<file path="config.mk">
export PLATFORM = sky130hd
export DESIGN_NAME = div_seq_ctrl
export DESIGN_NICKNAME = d
export VERILOG_FILES = /design/src/rtl/div_pkg.sv /design/src/rtl/div_step.sv /design/src/rtl/div_seq_ctrl.sv
export SDC_FILE = /design/constraint.sdc
export NUM_CORES = 1
export LEC_CHECK = 0
export BUFFER_PORTS_ARGS = -buffer_cell sky130_fd_sc_hd__buf_2
export CAP_MARGIN = 20
export CORE_MARGIN = 2
export CORE_UTILIZATION = 30
export DETAILED_ROUTE_END_ITERATION = 8
export PLACE_DENSITY = 0.44
export RECOVER_POWER = 100
export SYNTH_ARGS = -nofsm -noshare
export SYNTH_HDL_FRONTEND = slang
export SYNTH_SLANG_ARGS = --single-unit
</file>
<file path="constraint.sdc">
create_clock -name clk -period 3.55 [get_ports clk]
set_input_delay 0.355 -clock clk [delete_from_list [all_inputs] [get_ports clk]]
set_output_delay 0.355 -clock clk [all_outputs]
set_load 0.1 [all_outputs]
</file>
<file path="src/rtl/div_pkg.sv">
// Shared types and constants for the sequential RV32M divider.
// Holds the op encoding (funct3[1:0]) and the FSM state encoding.
package div_pkg;

  localparam int DIV_WIDTH   = 32;
  localparam int DIV_LATENCY = DIV_WIDTH + 2;

  typedef enum logic [1:0] {
    DIV  = 2'b00,
    DIVU = 2'b01,
    REM  = 2'b10,
    REMU = 2'b11
  } div_op_t;

  typedef enum logic [1:0] {
    IDLE = 2'b00,
    CALC = 2'b01,
    FIX  = 2'b10,
    DONE = 2'b11
  } div_state_t;

endpackage

</file>
<file path="src/rtl/div_step.sv">
// One restoring-division iteration, purely combinational.
// q_in carries the unconsumed dividend bits in its MSBs.
module div_step #(
  parameter int W = 32
) (
  input  logic [W-1:0] rem_in,
  input  logic [W-1:0] q_in,
  input  logic [W-1:0] divisor,
  output logic [W-1:0] rem_out,
  output logic [W-1:0] q_out
);

  logic [W:0] shifted;
  logic [W:0] diff;

  // shift in next dividend bit, trial-subtract, keep or restore
  always_comb begin
    shifted = {rem_in, q_in[W-1]};
    diff    = shifted - {1'b0, divisor};
    if (diff[W]) begin
      rem_out = shifted[W-1:0];
    end else begin
      rem_out = diff[W-1:0];
    end
    q_out = {q_in[W-2:0], ~diff[W]};
  end

endmodule

</file>
<file path="src/rtl/div_seq_ctrl.sv">
// Multi-cycle DIV/DIVU/REM/REMU sequencer; stalls the core until done.
// Optional: DIV_FAST_SPECIAL_EN sends div-by-zero/overflow IDLE->FIX.
module div_seq_ctrl
  import div_pkg::*;
#(
  parameter int DATA_WIDTH = 32,
  parameter int CNT_W      = $clog2(DATA_WIDTH)
) (
  input  logic                  clk,
  input  logic                  reset,
  input  logic                  start,
  input  div_op_t               op,
  input  logic [DATA_WIDTH-1:0] dividend,
  input  logic [DATA_WIDTH-1:0] divisor,
  output logic                  stall,
  output logic                  busy,
  output logic                  done,
  output logic [DATA_WIDTH-1:0] result
);

  localparam logic [DATA_WIDTH-1:0] MIN_NEG =
    {1'b1, {(DATA_WIDTH-1){1'b0}}};
  localparam logic [CNT_W-1:0] LAST = CNT_W'(DATA_WIDTH - 1);

  div_state_t state;
  div_state_t state_nxt;

  logic [CNT_W-1:0]      count;
  logic [DATA_WIDTH-1:0] rem;
  logic [DATA_WIDTH-1:0] quo;
  logic [DATA_WIDTH-1:0] dvs;
  logic [DATA_WIDTH-1:0] a_raw;
  logic                  is_rem;
  logic                  neg_q;
  logic                  neg_r;
  logic                  dz;
  logic                  ovf;

  logic [DATA_WIDTH-1:0] step_rem;
  logic [DATA_WIDTH-1:0] step_q;
  logic [DATA_WIDTH-1:0] fix_val;

  logic sgn_in;
  logic a_neg;
  logic b_neg;
  logic dz_in;
  logic ovf_in;
  logic fast;

  assign sgn_in = ~op[0];
  assign a_neg  = sgn_in & dividend[DATA_WIDTH-1];
  assign b_neg  = sgn_in & divisor[DATA_WIDTH-1];
  assign dz_in  = (divisor == '0);
  assign ovf_in = sgn_in & (dividend == MIN_NEG) & (&divisor);

`ifdef DIV_FAST_SPECIAL_EN
  assign fast = dz_in | ovf_in;
`else
  assign fast = 1'b0;
`endif

  div_step #(
    .W (DATA_WIDTH)
  ) u_step (
    .rem_in  (rem),
    .q_in    (quo),
    .divisor (dvs),
    .rem_out (step_rem),
    .q_out   (step_q)
  );

  // state register
  always_ff @(posedge clk) begin
    if (reset) state <= IDLE;
    else       state <= state_nxt;
  end

  // next-state logic
  always_comb begin
    state_nxt = state;
    unique case (state)
      IDLE: if (start) state_nxt = fast ? FIX : CALC;
      CALC: if (count == LAST) state_nxt = FIX;
      FIX:  state_nxt = DONE;
      DONE: state_nxt = IDLE;
      default: state_nxt = IDLE;
    endcase
  end

  // handshake outputs; stall is masked while reset is held
  always_comb begin
    busy  = (state != IDLE);
    done  = (state == DONE);
    stall = ~reset & (((state == IDLE) & start) |
                      (state == CALC) | (state == FIX));
  end

  // final value: special cases first, then sign fix-up
  always_comb begin
    if (dz) begin
      fix_val = is_rem ? a_raw : '1;
    end else if (ovf) begin
      fix_val = is_rem ? '0 : MIN_NEG;
    end else if (is_rem) begin
      fix_val = neg_r ? -rem : rem;
    end else begin
      fix_val = neg_q ? -quo : quo;
    end
  end

  // operand latch, iteration datapath and result register
  always_ff @(posedge clk) begin
    if (reset) begin
      count  <= '0;
      rem    <= '0;
      quo    <= '0;
      dvs    <= '0;
      a_raw  <= '0;
      is_rem <= 1'b0;
      neg_q  <= 1'b0;
      neg_r  <= 1'b0;
      dz     <= 1'b0;
      ovf    <= 1'b0;
      result <= '0;
    end else begin
      unique case (state)
        IDLE: if (start) begin
          count  <= '0;
          rem    <= '0;
          quo    <= a_neg ? -dividend : dividend;
          dvs    <= b_neg ? -divisor : divisor;
          a_raw  <= dividend;
          is_rem <= op[1];
          neg_q  <= a_neg ^ b_neg;
          neg_r  <= a_neg;
          dz     <= dz_in;
          ovf    <= ovf_in;
        end
        CALC: begin
          rem   <= step_rem;
          quo   <= step_q;
          count <= count + 1'b1;
        end
        FIX:  result <= fix_val;
        DONE: ;
        default: ;
      endcase
    end
  end

endmodule
</file>
== Word level (Yosys, flattened, before mapping) ==
Index checks and enable logic that the tools add are counted.

* Flip-flop bits (word level): 172
* Input bits: 69
* Output and inout port bits: 35

* Add/subtract/negate cells: 6
* Equal/unequal tests: 7
* Multiplexer cells: 19
* Bitwise logic cells: 12
* Reductions and logical operators: 8

{| class="wikitable"
|+ Operators with widths
! kind !! number
|-
| $mux W32 || 12
|-
| $neg A32 Y32 || 4
|-
| $pmux W32 S2 || 2
|-
| $sub A33 B32 Y33 || 1
|-
| $eq A32 B32 Y1 const B || 1
|-
| $logic_not A32 Y1 || 1
|-
| $reduce_and A32 Y1 || 1
|-
| $pmux W5 S2 || 1
|-
| $pmux W2 S4 || 1
|-
| $and A1 B1 Y1 || 6
|-
| $reduce_and A2 Y1 || 3
|-
| $add A5 B1 Y5 const B || 1
|-
| $eq A5 B5 Y1 const B || 1
|-
| $mux W5 || 1
|-
| $eq A2 B2 Y1 const B || 2
|-
| $mux W2 || 2
|-
| $ne A2 B2 Y1 const B || 2
|-
| $reduce_bool A2 Y1 || 2
|-
| $not A1 Y1 || 3
|-
| $eq A2 B1 Y1 const B || 1
|-
| $logic_not A2 Y1 || 1
|-
| $or A1 B1 Y1 || 2
|-
| $xor A1 B1 Y1 || 1
|}

== Logic depth before layout (Yosys ltp) ==
* Depth after elaboration: 5
* Mapped depth: 12

== Modules after synthesis ==
A second synthesis with hierarchy kept.

* Cell total of the unflattened synthesis: 1674
* Area total of the unflattened synthesis: 12624.6 um^2

{| class="wikitable"
|+ By module, submodules not included
! module !! times used !! cells an instance !! area each (um^2) !! seq. area each (um^2)
|-
| div_seq_ctrl || 1 || 1283 || 9938.3 || 3443.3
|-
| div_step || 1 || 391 || 2686.3 || 0.0
|}

== Worst setup path before layout ==
OpenSTA, ideal clock, no wires.

* Kind: register to register
* From: reg quo[31]
* To: reg rem[19]
* Setup time: 0.122 ns
* Arrival time: 2.977 ns
* Slack: 0.451 ns
* Cell stages (with the launch flop): 13
* Buffers on the path: 1
* Period minus slack after synthesis: 3.099 ns
* Cells stage by stage: dfxtp_1 -> inv_1 -> ha_1 -> fa_1 -> nand2b_1 -> a21oi_1 -> o2111ai_1 -> and3_1 -> o21a_1 -> a311oi_2 -> buf_2 -> nor2_1 -> a221o_1

* Cells in the longest elaborated chain, start to end: 3

{| class="wikitable"
|+ Ends and longest elaborated chain
! item !! line !! RTL
|-
| from (decl) || div_seq_ctrl.sv:30 || <nowiki>logic [DATA_WIDTH-1:0] quo;</nowiki>
|-
| from (signal assigned) || div_seq_ctrl.sv:130 || <nowiki>quo <= a_neg ? -dividend : dividend;</nowiki>
|-
| from (signal assigned) || div_seq_ctrl.sv:141 || <nowiki>quo <= step_q;</nowiki>
|-
| $sub A33 B32 Y33 || div_step.sv:19 || <nowiki>diff = shifted - {1'b0, divisor};</nowiki>
|-
| $mux W32 || div_step.sv:20 || <nowiki>if (diff[W]) begin</nowiki>
|-
| $pmux W32 S2 || div_seq_ctrl.sv:126 || <nowiki>unique case (state)</nowiki>
|-
| to (signal assigned) || div_seq_ctrl.sv:140 || <nowiki>rem <= step_rem;</nowiki>
|-
| to (decl) || div_seq_ctrl.sv:29 || <nowiki>logic [DATA_WIDTH-1:0] rem;</nowiki>
|}

No other way between the ends.
A chain may end at the register's enable or synchronous reset.

== Worst setup path after layout ==
* From: reg state[0]
* To: reg count[3]

* Cells in the longest elaborated chain, start to end: 3
* Elaborated cells on any way between the ends: 6
* Classes of those cells: eq/ne: 2; mux: 1; reduce/logical: 3

{| class="wikitable"
|+ Ends and longest elaborated chain
! item !! line !! RTL
|-
| from (decl) || div_seq_ctrl.sv:25 || <nowiki>div_state_t state;</nowiki>
|-
| from (signal assigned) || div_seq_ctrl.sv:75 || <nowiki>else state <= state_nxt;</nowiki>
|-
| $eq A2 B1 Y1 or $logic_not A2 Y1 (tied branches) || div_seq_ctrl.sv:126 ||
|-
| $reduce_bool A2 Y1 (no source line) or $ne A2 B2 Y1 (tied branches) || -- ||
|-
| $reduce_and A2 Y1 (no source line) || -- ||
|-
| to (signal assigned) || div_seq_ctrl.sv:142 || <nowiki>count <= count + 1'b1;</nowiki>
|-
| to (decl) || div_seq_ctrl.sv:28 || <nowiki>logic [CNT_W-1:0] count;</nowiki>
|}

Several ways; a longest one is shown, not always the timed one.

==> impl_results.md <==
* Most used cells in the layout excluding fill and tap cells: 195 x nand2_1, 172 x dfxtp_1, 143 x nor2_1, 127 x a21oi_1, 117 x o21ai_0
* Number of distinct library cells after synthesis at 76
* Post-placement cell count at 2117
* Critical path class: flip-flop to flip-flop
* Slew at the pin closest to its max-slew limit at 1.59 ns
* Longest Clk Path Bufs at 2
* HPWL after detailed placement at 31700 um
* Startpoint of the most critical setup path: state[0]
* Time the worst path needs with I/O delays and setup at 3.32 ns
* Clk pin slew, worst setup/hold paths at 0.07 ns
* Final-stage net count at 1731
* Yosys synthesis warning count at 0
* Relative area change from synthesis to final layout at 14.0%
* Routed len/inst at 19.6 um
* Number of I/O port buffers at 103
* Clock tree from TritonCTS: done
* Core area at 38600 um^2
* Flip-flop cell with the highest count after synthesis: dfxtp_1
* GP Congestion at 0.836
* Synthesized area per cell at 7.55 um^2
* Net switching power figure at 4.30 mW
* Outcome: complete, but fails checks
* R2R setup slack at 0.23 ns
* Post-CTS resize count at 0
* Post-detailed-route DRC marker count at 0
* First-pass GRT wire length at 65000 um
* Worst Clk Skew at 0.0112 ns
* Clock root buffer master: clkbuf_16
* Fraction of registers with async set/reset at 0%
* Internal power contribution at 4.83 mW
* Switching share of power at 47.1%
* Data arrival, critical path at 3.63 ns
* Setup TNS at 0 ns
* Startpoint of the most critical register-to-register path: state[0]
* Detail Route Antenna Nets at 0
* Utilization after layout at 34.5%
* Share of synthesized cell area in and, or, nand and nor gates at 20.8%
* Leading cell type in the layout, fill and taps excluded: nand2_1
* Combinational share of power at 47.9%
* Share of final-layout standard cells stronger than drive strength 1 at 9.08%
* Hold violation total from the final report at 0
* Max Clk Rate at 301 MHz
* Post-synthesis share of cell area spent on xor and xnor gates at 10.1%
* Number of top-level design ports at 104
* CP startpoint kind: flip-flop
* GRT Total Usage at 20.6%
* Initial Utilization at 30.3%
* Minimum setup slack after placement at 0.329 ns
* CP Capture Type: flip-flop
* Postcts setup bufs at 0
* #FFs+latches synth at 172
* Starting DRC count in detailed routing at 787
* Crit share post-route at 93.6%
* Max-slew violation total from the final report at 31
* Number of vias after detailed routing at 11500
* Max Fanout on Critical Path at 25
* Final Non-Filler Cells at 2148
* Total nets after synthesis at 1661
* Adder-cell share of the synthesized area at 4.78%
* Total congestion overflow at 0
* Remaining max-slew budget at the tightest pin at -5.70%
* Num Clock Sinks at 172
* Post-placement cell area at 12900 um^2
* Vias per cell at 5.34
* Antenna violations before repair at 0
* DIE HEIGHT at 201 um
* Worst setup path endpoint: count[3]
* Min setup slack post-route at 0.228 ns
* Maximum number of pins on one net before global-route repair at 63
* Worst EP required at 3.85 ns
* Quantity of hold-fixing buffers added after cts at 0
* H-tree depth at 4
* Max_cap viols at 1
* Critical R2R Capture: count[3]
* HP Class: input pin to flip-flop
* Die Footprint at 40500 um^2
* Cts bufs inserted at 17
* Worst-skew pair later-pin latency at 0.45 ns
* Cell Area, Synth at 11700 um^2
* Number of global-route vias before repair at 10800
* Clock share of power at 22.5%
* Gate count of the mapped netlist at 1548
* Total power divided by cell area at 685 nW/um^2
* Total detailed-routing wirelength at 42000 um
* Area fraction in compound gates after synthesis at 26.2%
* Violations in the final reports: capacitance limit, slew limit
* Maximum ir drop on the vdd rail at 0.322 mV
* Number of optimization iterations in the first detailed-route pass at 6
* Flop pwr share at 29.6%
* Endpoints failing setup at 0
* Post-synth EDFFs at 0
* Post-route cell area at 13300 um^2
* Dominant combinational cell family by area after synthesis: compound AO/OA/AOI/OAI gates
* Reg2reg path depth at 8
* LEAKAGE at 5.04 nW
* RSZ-0062 raised after global routing: no
* Number of diodes added for antenna fixing at 0
* Core Rows at 72
* Post-synthesis sequential area ratio at 29.5%
* Die X-Extent at 201 um
* Multiplexer share of the synthesized area at 2.92%
-- metal layers --
layer	track usage, %	wire (um)
met1	29.3	20800
met2	32.6	18900
met3	2.79	1670
met4	5.28	635
met5	0	0
-- through the flow --
| step | power [mW] | hold slack [ns] |
|---|---|---|
| 3_5_place_dp | 7.19 | 0.447 |
| 4_1_cts | 9.27 | 0.135 |
| 2_1_floorplan | 5.86 | 0.431 |
| 3_3_place_gp | 7.18 | 0.444 |
| 5_1_grt | 9.72 | 0.147 |
| 6_report | 9.13 | 0.157 |
-- logic make-up after synthesis --
kind of cell	Yosys count
AOI/OAI and AO/OA	466
and+or+nand+nor	525
muxes	34
xor gates and xnor gates	135
buffers and inverters	172
adders and majority gates	44
DFF	172
-- power groups by stage --
stage,sequential (mW),combinational (mW),clock [mW]
2_1_floorplan,3.12,2.74,0
3_3_place_gp,2.73,4.45,0
3_5_place_dp,2.74,4.45,0
4_1_cts,2.70,4.46,2.11
5_1_grt,2.75,4.79,2.18
6_report,2.70,4.37,2.06
-- state kept, by name (all words and copies together), names as in the netlist --
name and count:
neg_r 1, ovf 1, state 2, dz 1, dvs 32, rem 32, result 32, a_raw 32
neg_q 1, is_rem 1, count 5, quo 32
-- cells in the mapped netlist (7+ instances only) --
| cell | n | area (um^2) |
|---|---|---|
| xnor2_1 | 67 | 587 |
| and2_1 | 8 | 50.1 |
| a222oi_1 | 15 | 150 |
| a21oi_1 | 127 | 636 |
| nand2_1 | 195 | 732 |
| a31oi_1 | 11 | 68.8 |
| nand4_1 | 17 | 106 |
| a22oi_1 | 9 | 67.6 |
| o41ai_1 | 12 | 105 |
| nor4_1 | 10 | 62.6 |
| or4_1 | 11 | 82.6 |
| nor2b_1 | 7 | 43.8 |
| o22ai_1 | 7 | 43.8 |
| nand3b_1 | 7 | 52.6 |
| inv_1 | 71 | 267 |
| dfxtp_1 | 172 | 3440 |
| mux2i_1 | 33 | 330 |
| or3_1 | 21 | 131 |
| o221ai_1 | 9 | 78.8 |
| clkbuf_1 | 83 | 312 |
| nand3_1 | 23 | 115 |
| nor3_1 | 38 | 190 |
| a2bb2oi_1 | 10 | 87.6 |
| o211ai_1 | 21 | 158 |
| o31ai_1 | 23 | 173 |
| a311oi_1 | 9 | 78.8 |
| and3_1 | 8 | 50.1 |
| nand2b_1 | 19 | 119 |
| o21ai_0 | 115 | 576 |
| a21o_1 | 13 | 97.6 |
| ha_1 | 43 | 538 |
| a211oi_1 | 26 | 195 |
| buf_1 | 9 | 33.8 |
| xor2_1 | 68 | 596 |
| nor2_1 | 144 | 541 |
-- critical path, cell delays in order (launching register included) --
cell      delay, ns
dfxtp_1        0.40
inv_1          0.08
ha_1           0.26
nand2_1        0.89
o21ai_0        0.62
clkbuf_2       0.48
nand4_1        0.22
xor2_1         0.16
nor3_1         0.06
-- cell type report --
type / instances / area [um^2]
Clock buffer: 21 / 450
Clock inverter: 10 / 165
Fill cell: 4219 / 25200
Inverter: 72 / 270
Multi-Input combinational cell: 1204 / 7530
Sequential cell: 172 / 3440
Tap cell: 518 / 648
Timing Repair Buffer: 151 / 813
-- worst min path at each step --
stage                     cells after the start       from  slack, ns         to
after floorplan                               2  a_raw[31]       0.43  a_raw[31]
after global placement                        2   a_raw[0]       0.44   a_raw[0]
after detailed placement                      2   a_raw[0]       0.45   a_raw[0]
after CTS                                     3      op[1]       0.14     is_rem
after global routing                          3      op[1]       0.15     is_rem
final                                         3      op[1]       0.16     is_rem
Note: power is estimated with default switching activity, not from simulation.
